===== config.mk =====
export PLATFORM = sky130hd
export DESIGN_NAME = vga_timing_gen_flat
export DESIGN_NICKNAME = d
export VERILOG_FILES = /design/src/rtl/vga_timing_gen_if.sv /design/src/rtl/vga_timing_gen.sv /design/src/flat_wrapper.sv
export SDC_FILE = /design/constraint.sdc
export NUM_CORES = 1
export LEC_CHECK = 0
export BUFFER_PORTS_ARGS = -buffer_cell sky130_fd_sc_hd__buf_2
export CAP_MARGIN = 25
export CORE_MARGIN = 5
export CORE_UTILIZATION = 39
export CTS_BUF_LIST = sky130_fd_sc_hd__clkbuf_8
export DETAILED_ROUTE_END_ITERATION = 8
export GPL_ROUTABILITY_DRIVEN = 0
export PLACE_DENSITY = 0.61
export RECOVER_POWER = 50
export SETUP_SLACK_MARGIN = 0.3
export SLEW_MARGIN = 20
export SYNTH_ARGS = -nofsm -noshare
export SYNTH_HDL_FRONTEND = slang
export SYNTH_SLANG_ARGS = --single-unit

===== constraint.sdc =====
create_clock -name pixel_clk -period 2.71 [get_ports pixel_clk]
set_input_delay 0.271 -clock pixel_clk [delete_from_list [all_inputs] [get_ports pixel_clk]]
set_output_delay 0.271 -clock pixel_clk [all_outputs]
set_load 0.03 [all_outputs]

===== src/rtl/vga_timing_gen_if.sv =====
// Raster timing bundle from vga_timing_gen to its consumers: coordinates, syncs,
// blanking and frame markers, all registered at the source.
interface vga_timing_gen_if #(
  parameter int H_SIZE = 10,
  parameter int V_SIZE = 10
);
  logic [H_SIZE-1:0] x_addr;
  logic [V_SIZE-1:0] y_addr;
  logic              hsync;
  logic              vsync;
  logic              video_on;
  logic              line_start;
  logic              frame_start;
  logic [7:0]        frame_cnt;

  modport master (
    output x_addr, y_addr, hsync, vsync, video_on, line_start, frame_start, frame_cnt
  );

  modport slave (
    input x_addr, y_addr, hsync, vsync, video_on, line_start, frame_start, frame_cnt
  );
endinterface


===== src/rtl/vga_timing_gen.sv =====
// Free-running VGA raster timing generator; every output is a flop that decodes the
// coordinates presented in the same cycle. No backpressure: the raster never stalls.
module vga_timing_gen #(
  parameter int   H_DISPLAY = 640,
  parameter int   H_FRONT   = 16,
  parameter int   H_SYNC    = 96,
  parameter int   H_BACK    = 48,
  parameter int   V_DISPLAY = 480,
  parameter int   V_FRONT   = 10,
  parameter int   V_SYNC    = 2,
  parameter int   V_BACK    = 33,
  parameter logic HSYNC_POL = 1'b0,
  parameter logic VSYNC_POL = 1'b0,
  parameter int   H_SIZE    = 10,
  parameter int   V_SIZE    = 10
) (
  input  logic        pixel_clk,
  input  logic        reset,
  vga_timing_gen_if.master tim_o
);

  localparam int H_TOTAL = H_DISPLAY + H_FRONT + H_SYNC + H_BACK;
  localparam int V_TOTAL = V_DISPLAY + V_FRONT + V_SYNC + V_BACK;

  generate
    if (H_TOTAL > (1 << H_SIZE)) begin : g_h_size_chk
      $error("vga_timing_gen: H_TOTAL does not fit in H_SIZE bits");
    end
    if (V_TOTAL > (1 << V_SIZE)) begin : g_v_size_chk
      $error("vga_timing_gen: V_TOTAL does not fit in V_SIZE bits");
    end
  endgenerate

  // One extra bit so window ends equal to the total still compare correctly.
  localparam logic [H_SIZE:0] H_LAST   = (H_SIZE+1)'(H_TOTAL - 1);
  localparam logic [H_SIZE:0] H_VIS    = (H_SIZE+1)'(H_DISPLAY);
  localparam logic [H_SIZE:0] HS_START = (H_SIZE+1)'(H_DISPLAY + H_FRONT);
  localparam logic [H_SIZE:0] HS_END   = (H_SIZE+1)'(H_DISPLAY + H_FRONT + H_SYNC);
  localparam logic [V_SIZE:0] V_LAST   = (V_SIZE+1)'(V_TOTAL - 1);
  localparam logic [V_SIZE:0] V_VIS    = (V_SIZE+1)'(V_DISPLAY);
  localparam logic [V_SIZE:0] VS_START = (V_SIZE+1)'(V_DISPLAY + V_FRONT);
  localparam logic [V_SIZE:0] VS_END   = (V_SIZE+1)'(V_DISPLAY + V_FRONT + V_SYNC);

  logic              run_q;
  logic [H_SIZE-1:0] x_q, x_d;
  logic [V_SIZE-1:0] y_q, y_d;
  logic [7:0]        frame_cnt_q;
  logic              hsync_q, vsync_q, video_on_q, line_start_q, frame_start_q;
  logic              hsync_d, vsync_d, video_on_d, line_start_d, frame_start_d;
  logic              frame_wrap;
  logic [H_SIZE:0]   x_ext;
  logic [V_SIZE:0]   y_ext;

  // run_q holds the raster at (0,0) for the first cycle after reset release.
  always_comb begin
    x_d        = '0;
    y_d        = '0;
    frame_wrap = 1'b0;
    if (run_q) begin
      if ({1'b0, x_q} == H_LAST) begin
        if ({1'b0, y_q} == V_LAST) begin
          frame_wrap = 1'b1;
        end else begin
          y_d = y_q + V_SIZE'(1);
        end
      end else begin
        x_d = x_q + H_SIZE'(1);
        y_d = y_q;
      end
    end
  end

  always_comb begin
    x_ext         = {1'b0, x_d};
    y_ext         = {1'b0, y_d};
    hsync_d       = ((x_ext >= HS_START) && (x_ext < HS_END)) ? HSYNC_POL : ~HSYNC_POL;
    vsync_d       = ((y_ext >= VS_START) && (y_ext < VS_END)) ? VSYNC_POL : ~VSYNC_POL;
    video_on_d    = (x_ext < H_VIS) && (y_ext < V_VIS);
    line_start_d  = (x_d == '0);
    frame_start_d = (x_d == '0) && (y_d == '0);
  end

  always_ff @(posedge pixel_clk) begin
    if (reset) begin
      run_q         <= 1'b0;
      x_q           <= '0;
      y_q           <= '0;
      frame_cnt_q   <= 8'd0;
      hsync_q       <= ~HSYNC_POL;
      vsync_q       <= ~VSYNC_POL;
      video_on_q    <= 1'b0;
      line_start_q  <= 1'b0;
      frame_start_q <= 1'b0;
    end else begin
      run_q         <= 1'b1;
      x_q           <= x_d;
      y_q           <= y_d;
      hsync_q       <= hsync_d;
      vsync_q       <= vsync_d;
      video_on_q    <= video_on_d;
      line_start_q  <= line_start_d;
      frame_start_q <= frame_start_d;
      if (frame_wrap) begin
        frame_cnt_q <= frame_cnt_q + 8'd1;
      end
    end
  end

  assign tim_o.x_addr      = x_q;
  assign tim_o.y_addr      = y_q;
  assign tim_o.hsync       = hsync_q;
  assign tim_o.vsync       = vsync_q;
  assign tim_o.video_on    = video_on_q;
  assign tim_o.line_start  = line_start_q;
  assign tim_o.frame_start = frame_start_q;
  assign tim_o.frame_cnt   = frame_cnt_q;

endmodule

===== src/flat_wrapper.sv =====
// flat-port wrapper written by rule: the top's interface ports become plain ports
module vga_timing_gen_flat 
#(
  parameter int   H_DISPLAY = 640,
  parameter int   H_FRONT   = 16,
  parameter int   H_SYNC    = 96,
  parameter int   H_BACK    = 48,
  parameter int   V_DISPLAY = 480,
  parameter int   V_FRONT   = 10,
  parameter int   V_SYNC    = 2,
  parameter int   V_BACK    = 33,
  parameter logic HSYNC_POL = 1'b0,
  parameter logic VSYNC_POL = 1'b0,
  parameter int   H_SIZE    = 10,
  parameter int   V_SIZE    = 10
)
  (pixel_clk, reset, tim_o_x_addr, tim_o_y_addr, tim_o_hsync, tim_o_vsync, tim_o_video_on, tim_o_line_start, tim_o_frame_start, tim_o_frame_cnt);
  vga_timing_gen_if #(.H_SIZE(H_SIZE), .V_SIZE(V_SIZE)) tim_o_i ();
  input  logic pixel_clk;
  input  logic reset;
  output wire logic [$bits(tim_o_i.x_addr)-1:0] tim_o_x_addr;
  output wire logic [$bits(tim_o_i.y_addr)-1:0] tim_o_y_addr;
  output wire logic [$bits(tim_o_i.hsync)-1:0] tim_o_hsync;
  output wire logic [$bits(tim_o_i.vsync)-1:0] tim_o_vsync;
  output wire logic [$bits(tim_o_i.video_on)-1:0] tim_o_video_on;
  output wire logic [$bits(tim_o_i.line_start)-1:0] tim_o_line_start;
  output wire logic [$bits(tim_o_i.frame_start)-1:0] tim_o_frame_start;
  output wire logic [$bits(tim_o_i.frame_cnt)-1:0] tim_o_frame_cnt;
  assign tim_o_x_addr = tim_o_i.x_addr;
  assign tim_o_y_addr = tim_o_i.y_addr;
  assign tim_o_hsync = tim_o_i.hsync;
  assign tim_o_vsync = tim_o_i.vsync;
  assign tim_o_video_on = tim_o_i.video_on;
  assign tim_o_line_start = tim_o_i.line_start;
  assign tim_o_frame_start = tim_o_i.frame_start;
  assign tim_o_frame_cnt = tim_o_i.frame_cnt;
  vga_timing_gen #(.H_DISPLAY(H_DISPLAY), .H_FRONT(H_FRONT), .H_SYNC(H_SYNC), .H_BACK(H_BACK), .V_DISPLAY(V_DISPLAY), .V_FRONT(V_FRONT), .V_SYNC(V_SYNC), .V_BACK(V_BACK), .HSYNC_POL(HSYNC_POL), .VSYNC_POL(VSYNC_POL), .H_SIZE(H_SIZE), .V_SIZE(V_SIZE)) u_core (.pixel_clk(pixel_clk), .reset(reset), .tim_o(tim_o_i));
endmodule

==> results.txt <==
CTS H-tree lvls: 2
Multiplexer area fraction after synthesis: 1.70%
Synthesized net count: 216
Slew margin rel.: 59.3%
Fraction of layout instances using a drive strength above 1: 11.0%
Slowest CP cell: or4_4
Setup WS pre-CTS: 0.338 ns
Die area: 0.00597 sq mm
1st-iter DRT viols: 64
Compound-Gate Fraction of Synth Area: 6.95%
Grt met2 use: 22.4%
Net Sw Frac: 23.2%
Post-synth EDFFs: 0
Internal power: 716 uW
Syn Area/Cell: 8.41 sq um
Commonest non-fill, non-tap cells in the layout: 32 x clkbuf_1, 32 x dfxtp_1, 31 x nor2_1
# rows: 24
Pin count of the biggest net entering global routing: 15
Main combinational cell family by area after synthesis: simple AND/OR/NAND/NOR gates
Final Hold Fails: 0
Worst flop-to-flop path startpoint: u_core.tim_o.x_addr[1]
Critical path fanouts, max: 7
Met1 Use GR: 18.7%
Die Span Y: 77.3 microns
YS warnings: 0
First-pass GRT wire length: 7010 microns
Flop pwr share: 54.6%
Share of flip-flops with an asynchronous set or reset: 0%
Post-Synth XOR/XNOR Area: 12.9%
Minimum clock period: 2.36 ns
Clock transition at path regs: 0.07 ns
Core Region: 0.00438 sq mm
Clock skew: 0.00770 ns
Detailed placer's ending HPWL: 3010 microns
Mapped Cells: 210
Status: complete, no violations
Worst vdd ir: 0.203 mV
Startpoint Class: flop
Gr busiest metal: met2
Hold_ws: 0.455 ns
N_diodes: 0
Max Slew Vio Count: 0
Met3 Resource Use GR: 4.45%
Max-Cap Viols: 0
Initial Utilization: 40.3%
PwrDens: 454 mW/mm^2
Global route overflow: 0
Vias per cell: 5.11
Clock Tree Buf Depth: 2
CTS Sinks: 34
CTS Root Cell: clkbuf_8
Bufs and invs on worst path: 0
Hold Startpoint: reset
Fmax: 0.424 GHz
Post-synth top area cell: dfxtp_1
DRC viols: 0
# hold bufs at CTS: 0
Synth Area in Adders: 2.83%
Nets: 250
Setup TNS: 0 ns
P&R area growth vs syn: 16.4%
Top_reg_cell synth: dfxtp_1
Critical Path End Type: flop
PnR worst setup slack: 0.353 ns
Clock latency on the worst-skew pair: 0.29 ns
Synthesized flop and latch total: 34
Post-DRT Antenna Nets: 0
Yosys top cell area share: 38.6%
Port Buf Inserts: 34
DIE WIDTH: 77.3 microns
CP Class: flop to flop
Total design power: 932 uW
Fill count: 456
Logic pwr share: 3.8%
DR pass1 iterations: 4
Critical Path Start: u_core.tim_o.x_addr[1]
Synth top area cells: dfxtp_1 39%, xnor2_1 6.9%, nor2_1 6.6%, xor2_1 6.0%, nand4_1 3.5%
DR WL/cell: 13.6 microns
CTS Buf Count: 5
Hold Path Class: input port to flop
Top-Level Pins: 35
Crit path largest cell delay: 0.60 ns
Vias: 1517
Mapped cell area: 0.00177 sq mm
Setup-failing EPs final: 0
Worst endpoint required time: 2.87 ns
CTS tree: built
WL final: 4040 microns
Crit path cell chain: ha_4, nand4_1, or4_4, or3_4, and2_4, nor4_4, nand4b_1
Net switching power: 216 uW
Post-synthesis simple-gate area fraction: 31.0%
Worst Path Arrival: 2.52 ns
RSZ-0062 raised after global routing: false
Vias in the first global route: 1492
CP top delay family: simple AND/OR/NAND/NOR gates
Unique cell type count in the Yosys netlist: 45
Crit share post-route: 87.0%
Final core utilization: 46.9%
Post-synthesis sequential area ratio: 38.6%
Leak: 0.000734 uW
Slew at the pin with the worst max-slew slack: 0.611 ns
GRT Util Overall: 14.3%
Clock power frac: 41.6%
Initial antenna violation count: 0
[synthesized netlist by cell type (2+ instances only)]
cell type	number
xnor2_1	14
clkbuf_1	7
and3_1	3
nor3_1	7
ha_1	4
or2_2	2
or4_1	3
dfxtp_1	34
nand4_1	10
nor2_1	31
nand2_1	15
mux2i_1	3
nand3_1	10
buf_2	2
a21oi_1	5
o31ai_1	3
o211ai_1	2
inv_1	9
o21ai_0	3
nor4b_1	2
nor2b_1	3
and4_1	2
xor2_1	12
nor4_1	3
[worst paths after layout]
| path | slack (ns) | end | depth (start not counted) |
|---|---|---|---|
| max | 0.35 | u_core.tim_o.vsync | 7 |
| min | 0.45 | u_core.tim_o.x_addr[4] | 2 |
| max reg2reg | 0.35 | u_core.tim_o.vsync | 7 |
| min reg2reg | 0.46 | u_core.tim_o.x_addr[0] | 1 |
[kinds of logic after synthesis]
family	Yosys count
compound gates	19
xor+xnor	26
fa+ha+maj	4
mux	3
buf+inv	22
simple gates	102
flops	34
[per-stage QoR]
stage	instances	area, sq um
finish	297	2050
detailed placement	287	1980
floorplan	210	1800
CTS	295	2070
global route	297	2050
global placement	287	1980
[power groups by stage]
stage / clock (uW) / combinational [uW] / sequential (uW)
6_report: 387 / 35.5 / 509
5_1_grt: 423 / 39.2 / 510
4_1_cts: 396 / 36.5 / 509
3_5_place_dp: 0 / 36.3 / 520
3_3_place_gp: 0 / 36.4 / 520
2_1_floorplan: 0 / 15.5 / 528
[repair_timing]
item	CTS	global route
buffers inserted	0	2
resized for setup	0	3
endpoints found under the setup margin	0	4
[registers in the layout (all words and copies together), names as in the netlist]
register                  flops
u_core.tim_o.y_addr          10
u_core.tim_o.frame_cnt        8
u_core.tim_o.vsync            1
u_core.tim_o.frame_start      1
u_core.run_q                  1
u_core.tim_o.video_on         1
u_core.tim_o.x_addr          10
u_core.tim_o.hsync            1
u_core.tim_o.line_start       1
[cell type report]
cell class	count	area (sq um)	share of cell area, %
multi-input combinational	154	1000	48.8
sequential	34	686	33.4
timing repair buffer	40	175	8.53
clock buffer	6	82.6	4.02
tap	52	65.1	3.17
inverter	9	33.8	1.64
clock inverter	2	8.76	0.426
[metal layers]
metal  part of all wire [%]  vias up
met5                      0        -
li1                       -      791
met4                   0.87        0
met2                     46       38
met1                     47      684
met3                    5.7        4
No activity file was read; power rests on OpenSTA's default activity.
